## config.mk

```make
export PLATFORM = sky130hd
export DESIGN_NAME = omsp_sha512_msg_padder
export DESIGN_NICKNAME = d
export VERILOG_FILES = /design/src/rtl/omsp_sha512_msg_padder.sv
export SDC_FILE = /design/constraint.sdc
export NUM_CORES = 1
export LEC_CHECK = 0
export ABC_CLOCK_PERIOD_IN_PS = 3300
export CAP_MARGIN = 40
export CELL_PAD_IN_SITES_DETAIL_PLACEMENT = 1
export CELL_PAD_IN_SITES_GLOBAL_PLACEMENT = 1
export CORE_MARGIN = 2
export CORE_UTILIZATION = 43
export CTS_BUF_LIST = sky130_fd_sc_hd__clkbuf_8
export DETAILED_ROUTE_END_ITERATION = 10
export PLACE_DENSITY = 0.82
export SLEW_MARGIN = 30
export SYNTH_ARGS = -nofsm -noshare
export SYNTH_HDL_FRONTEND = slang
export SYNTH_SLANG_ARGS = --single-unit
```

## constraint.sdc

```tcl
create_clock -name clk -period 3.3 [get_ports clk]
set_input_delay 0.495 -clock clk [delete_from_list [all_inputs] [get_ports clk]]
set_output_delay 0.495 -clock clk [all_outputs]
set_load 0.01 [all_outputs]
```

## src/rtl/omsp_sha512_msg_padder.sv

```systemverilog
// omsp_sha512_msg_padder: SHA-512 message padding (0x80, zero fill, 128-bit length) over a 32-bit valid/ready stream.
module omsp_sha512_msg_padder #(
    parameter int LEN_W = 64
) (
    input  logic        clk,
    input  logic        rst,
    input  logic        in_valid,
    output logic        in_ready,
    input  logic [31:0] in_data,
    input  logic [2:0]  in_bytes,
    input  logic        in_last,
    output logic        out_valid,
    input  logic        out_ready,
    output logic [31:0] out_data,
    output logic        out_block_start,
    output logic        out_msg_last,
    output logic        busy,
    output logic        err
);
    typedef enum logic [1:0] {DATA, PAD80, ZERO, LEN} state_t;
    state_t state;
    logic [4:0] idx;
    logic [LEN_W-1:0] len;
    logic load_ok, take, bad, ld;
    logic [2:0] eff;
    logic [127:0] len128;
    logic [31:0] last_word, len_word, nxt;
    assign load_ok = !out_valid || out_ready;
    assign in_ready = state == DATA && load_ok;
    assign take = in_valid && in_ready;
    // Malformed byte counts are counted as a full word and flagged.
    assign bad = in_bytes > 3'd4 || (!in_last && in_bytes != 3'd4);
    assign eff = bad ? 3'd4 : in_bytes;
    assign last_word = (in_data & ~(32'hFFFF_FFFF >> {eff, 3'b0})) | (32'h8000_0000 >> {eff, 3'b0});
    assign len128 = 128'(len);
    assign len_word = len128[{~idx[1:0], 5'b0} +: 32];
    always_comb begin
        ld = load_ok && (state == DATA ? in_valid : state == ZERO ? idx != 5'd28 : 1'b1);
        nxt = state == DATA ? ((in_last && eff != 3'd4) ? last_word : in_data) :
              state == PAD80 ? 32'h8000_0000 :
              state == ZERO ? 32'h0 : len_word;
    end
    always_ff @(posedge clk) begin
        if (!rst) begin
            state <= DATA;
            idx <= '0;
            len <= '0;
            out_valid <= 1'b0;
            out_data <= '0;
            out_block_start <= 1'b0;
            out_msg_last <= 1'b0;
            busy <= 1'b0;
            err <= 1'b0;
        end else begin
            if (out_valid && out_ready && out_msg_last)
                busy <= 1'b0;
            if (ld) begin
                out_valid <= 1'b1;
                out_data <= nxt;
                out_block_start <= idx == 5'd0;
                out_msg_last <= state == LEN && idx == 5'd31;
                idx <= idx + 5'd1;
            end else if (out_ready) begin
                out_valid <= 1'b0;
            end
            case (state)
                DATA: if (take) begin
                    len <= len + LEN_W'({eff, 3'b0});
                    busy <= 1'b1;
                    err <= err | bad;
                    if (in_last)
                        state <= eff == 3'd4 ? PAD80 : ZERO;
                end
                PAD80: if (ld) state <= ZERO;
                ZERO: if (idx == 5'd28) state <= LEN;
                LEN: if (ld && idx == 5'd31) begin
                    state <= DATA;
                    len <= '0;
                end
                default: state <= DATA;
            endcase
        end
    end
endmodule

```

## Word-level counts from Yosys, hierarchy flattened

Cells that the tools add are included.

- Reduce and logical (&&, ||, !) cells: 20
- Equality and inequality tests: 14
- Bitwise gates (word level): 5
- $add $sub $neg: 2
- Divide/modulo/power cells: 0
- Order comparisons: 1
- Multiplexer cells: 22
- Multiply operators: 0
- Shifts and indexed selects: 3

Operator list:

| operator | count |
|---|---|
| $mux W32 | 4 |
| $mux W64 | 2 |
| $pmux W64 S2 | 1 |
| $shiftx A128 B8 Y32 | 1 |
| $add A64 B6 Y64 | 1 |
| $shr A32 B6 Y32 const A | 2 |
| $and A32 B32 Y32 | 1 |
| $not A32 Y32 | 1 |
| $or A32 B32 Y32 | 1 |
| $mux W2 | 6 |
| $eq A5 B5 Y1 const B | 2 |
| $logic_and A1 B1 Y1 | 9 |
| $pmux W2 S4 | 1 |
| $mux W1 | 7 |
| $ne A2 B2 Y1 const B | 3 |
| $ne A3 B3 Y1 const B | 2 |
| $add A5 B1 Y5 const B | 1 |
| $logic_not A5 Y1 | 1 |
| $ne A5 B5 Y1 const B | 1 |
| $reduce_and A5 Y1 | 1 |
| $eq A2 B2 Y1 const B | 2 |
| $ne A2 B1 Y1 const B | 2 |
| $reduce_bool A2 Y1 | 2 |
| $eq A3 B3 Y1 const B | 1 |
| other kinds (10) | 12 |

- Flip-flop bits (word level): 108
- Logic and storage cells: 76
- Latch bits: 0
- Input port bits: 40
- Bits in writable memories: 0
- Bits in read-only memories: 0
- Memories: 0

## Longest topological paths before layout

- Depth after elaboration: 10
- Mapped depth: 11
- Mapped depth without buffers: 9

## Worst setup path after synthesis

OpenSTA, ideal clock, no wires.

- Path kind: register to register
- Start point: register idx[0]
- End point: register len[25]
- Slack: 0.604 ns
- Setup time: 0.125 ns
- Buffers on the path: 4
- Arrival: 2.571 ns
- Clock period less this slack: 2.696 ns
- Stages on the path, launching flop included: 12
- Data required time: 3.175 ns
- Path through: dfxtp_1 clkbuf_1 clkbuf_1 inv_1 ha_1 and4_4 a211oi_4 nand3_2 clkbuf_1 clkbuf_1 o31ai_1 a21oi_1

- Word-level cells in the longest chain between the ends: 7

RTL lines:

| item | RTL line | text |
|---|---|---|
| start: declaration | 22 | `logic [4:0] idx;` |
| start signal: assignment | 62 | `idx <= idx + 5'd1;` |
| $ne A5 B5 Y1 | 38 | `ld = load_ok && (state == DATA ? in_valid : state == ZERO ? idx != 5'd28 : 1'b1);` |
| $mux W1 (2 in series) | 38 |  |
| $logic_and A1 B1 Y1 | 38 |  |
| $logic_and A1 B1 Y1 (*) | 76 | `LEN: if (ld && idx == 5'd31) begin` |
| $ne A2 B1 Y1 (no line) (*) | n/a |  |
| $reduce_and A3 Y1 (no line) (*) | n/a |  |
| end signal: assignment | 68 | `len <= len + LEN_W'({eff, 3'b0});` |
| end: declaration | 23 | `logic [LEN_W-1:0] len;` |

Every way passes the cells marked *; elsewhere a longest branch is shown, timed or not.
A chain may end at the register's enable or synchronous reset.

## Worst setup path in the final report

- Start point: input in_last
- End point: register len[25]

- Word-level cells in the longest chain between the ends: 7

RTL lines:

| item | RTL line | text |
|---|---|---|
| start: declaration | 11 | `input logic in_last,` |
| $logic_not A1 Y1 | 32 | `assign bad = in_bytes > 3'd4 \|\| (!in_last && in_bytes != 3'd4);` |
| $logic_and A1 B1 Y1 | 32 |  |
| $logic_or A1 B1 Y1 | 32 |  |
| $mux W3 | 33 | `assign eff = bad ? 3'd4 : in_bytes;` |
| $add A64 B6 Y64 | 68 |  |
| $mux W64 | 67 | `DATA: if (take) begin` |
| $pmux W64 S2 | 66 | `case (state)` |

Every way passes these cells. The select of a mux whose other input is x is not followed.

==> metrics.md <==
| Metric | Value |
|---|---|
| CTS resizes | `0` |
| PortBufs | `between 70 and 80` |
| Vias in the first global route | `around 6k` |
| Multi-input gate area | `roughly 0.0033 mm²` |
| # setup viols final | `0` |
| Post-synth EDFFs | `0` |
| Crit path buf inv count | `2` |
| CP max stage cell | `or4_1` |
| Syn Inst Count | `approximately 670` |
| Crit-path max FO | `25` |
| Leakage power | `around 0.0025 µW` |
| Core area | `approximately 0.013 mm²` |
| Sum of negative setup slack | `0 ps` |
| DR WL/cell | `between 20 and 25 µm` |
| Post-CTS setup buffers | `0` |
| Worst hold path class | `register to register` |
| DR vias | `around 5.7k` |
| Initial antenna violation count | `0` |
| Crit-path cells | `clkdlybuf4s50_1 > nor2b_1 > and2_1 > ha_1 > ha_1 > nor2_1 > a21oi_1 > nand3_2 > buf_12 > or4_1 > a21oi_1` |
| Period utilisation layout | `between 90% and 100%` |
| Crit. End Element | `register` |
| Routed Antenna Nets | `0` |
| Async set-reset flop share out of synthesis | `0%` |
| Worst setup path category | `input port to register` |
| Synthesized cell area | `0.00564 mm²` |
| Ys Warns | `0` |
| Antenna cells | `0` |
| Critical Path Stages | `11` |
| CTS tree | `built` |
| TritonCTS Buffers | `9` |
| Via/cell ratio | `roughly 6.2` |
| DRT Wirelength | `19500 µm` |
| Synth Register Bits | `~110` |
| Hold path depth | `2` |
| Chip height | `around 120 µm` |
| IO Pins | `78` |
| R2R depth | `8` |
| Delay-heaviest family, CP | `simple AND/OR/NAND/NOR gates` |
| Syn_area_per_cell | `8.40 µm²` |
| Die ar. | `between 0.01 and 0.015 mm²` |
| Fillers | `1554` |
| Starting density of the core | `between 40% and 50%` |
| H-tree depth | `3` |
| Post-synthesis sequential area ratio | `37.3%` |
| Maxcap violations | `0` |
| Largest net degree at the start of global routing | `59` |
| FF+latch area | `approximately 0.0021 mm²` |
| Final Power | `between 4000 and 5000 µW` |
| Max Clk Rate | `around 330 MHz` |
| Final Max Tran Viols | `0` |
| # hold bufs at CTS | `0` |
| Worst setup SP type | `input port` |
| Clk slew on worst S/H paths | `100 ps` |
| Worst rel slew slack | `between 40% and 50%` |
| CP Data Required Time | `approximately 3600 ps` |
| Minimum clock period | `3020 ps` |
| GP Congestion | `roughly 0.91` |
| Most used DFF post-synth | `dfxtp_1` |
| Final cell count without fillers | `between 900 and 1k` |
| CP arrival | `between 3000 and 4000 ps` |
| Die Wd | `~120 µm` |
| GRT Resource Usage Total | `27.9%` |
| Final Skew | `around 12 ps` |
| Num Clock Sinks | `105` |
| Post-DP HPWL | `~14000 µm` |
| GRT Residual Overflow | `0` |
| Initial DRC Count | `323` |
| Status | `complete, no violations` |
| Root buffer cell | `clkbuf_8` |
| Nets | `slightly below 800` |
| Worst-Margin Slew | `a little under 800 ps` |
| Area Overhead vs Synth | `22.7%` |
| Max Buffers Root-to-Sink | `2` |
| Placed instance count | `~910` |
| First-pass GRT wire length | `approximately 31000 µm` |
| Clk Latency, worst-skew pair | `around 380 ps` |
| Worst stage delay on the critical path | `approximately 520 ps` |
| RSZ-0062 raised after global routing | `no` |
| Cell variety after synth | `56` |
| Maximum VDD drop | `between 0.2 and 0.3 mV` |
| Net Count, Synth | `723` |
| P per Cell Area | `roughly 600 mW/mm²` |
| Final hold vios | `0` |
| Layout cells sized above 1 | `between 10% and 20%` |
| DR DRC count | `0` |
| Cell row count | `41` |
| First-pass DRT Iterations | `4` |
==> layout by cell type, fill, tap and decap left out, types with 3 or more instances in the layout <==
cell,n
a21oi_1,40
a221oi_1,28
a22oi_1,3
a31oi_1,3
and2_1,3
and3_1,11
buf_4,23
bufinv_16,3
clkbuf_8,10
clkdlybuf4s50_1,77
clkinv_2,3
dfxtp_1,105
ha_1,11
inv_1,18
mux2_2,26
mux2i_1,20
nand2_1,65
nand3_1,26
nand4_1,26
nor2_1,60
nor3_1,40
nor4_1,4
nor4_2,3
o211ai_1,11
o21ai_0,15
o31ai_1,21
or3_1,18
or4_1,32
xnor2_1,4
xor2_1,4
==> Yosys cell counts (6+ instances only) <==
cell | n | area share (%)
o31ai_1 | 21 | 2.8
nand4_1 | 26 | 2.9
buf_1 | 6 | 0.40
mux2i_1 | 20 | 3.5
inv_1 | 18 | 1.2
nor3_1 | 41 | 3.6
ha_1 | 11 | 2.4
dfxtp_1 | 105 | 37
nor2_1 | 61 | 4.1
clkbuf_1 | 22 | 1.5
nand2_1 | 65 | 4.3
a221oi_1 | 28 | 4.3
mux2_2 | 26 | 5.2
nand3_1 | 26 | 2.3
and3_1 | 11 | 1.2
or4_1 | 32 | 4.3
buf_2 | 12 | 1.1
o211ai_1 | 11 | 1.5
a21oi_1 | 40 | 3.5
or3_1 | 18 | 2.0
o21ai_0 | 15 | 1.3
==> flip-flops by register name, summed over array words and instances, names as in the netlist, 2 cells and up <==
name / cells
idx: 5
out_data: 32
state: 2
len: 61
==> routing by layer <==
layer / GRT usage (%) / share of wire [%] / vias up
met1: 33.9 / 43 / 2859
met2: 47.5 / 49 / 141
li1: - / - / 2673
met4: 15.0 / 4.7 / 0
met5: 0 / 0 / -
met3: 3.86 / 3.5 / 53
==> cell type report <==
class	count	area share, %
repair buffers	102	14.2
clock inverters	6	1.52
multi-input cells	508	47.8
clock buffers	10	1.99
inverters	18	0.976
flip-flops and latches	105	30.4
well taps	172	3.11
==> through the flow <==
stage / hold WS [ps] / worst slack (ps) / instance area [µm²] / utilization (%)
final: 466 / 281 / 6920 / 54.4
after global routing: 499 / 120 / 6920 / 54.4
after CTS: 462 / 317 / 6920 / 54.4
after detailed placement: 449 / -19.4 / 6680 / 52.5
after global placement: 444 / 124 / 6680 / 52.5
after floorplan: 443 / 604 / 5640 / -
==> where the power goes <==
part | total (µW) | leakage, µW | switching (µW) | internal [µW]
logic | 1620 | 0.00150 | 932 | 683
registers | 1540 | 0.000855 | 106 | 1430
clock network | 983 | 0.000126 | 462 | 521
==> tightest hold or removal path, delay by kind of cell (launching register included) <==
family,cells,cell delay (ps)
flops,1,320
compound gates,1,50
simple gates,1,50
==> cell families (layout without fill, tap and decap cells) <==
kind of cell	count (synthesis)	after routing	synth area share, %
AND/OR/NAND/NOR	308	308	29.1
AO/OA/AOI/OAI	135	135	16.9
multiplexers	46	46	8.74
buffers and inverters	59	136	4.32
adder cells (fa/ha/maj)	11	11	2.44
flip-flops	105	105	37.3
XOR/XNOR	8	8	1.24
==> final timing paths <==
check / startpoint / to / slack [ps]
max: in_last / len[25] / 280
min: out_data[31] / out_data[31] / 470
max reg2reg: state[0] / state[1] / 550
min reg2reg: out_data[31] / out_data[31] / 470
Note: power is estimated with default switching activity, not from simulation.
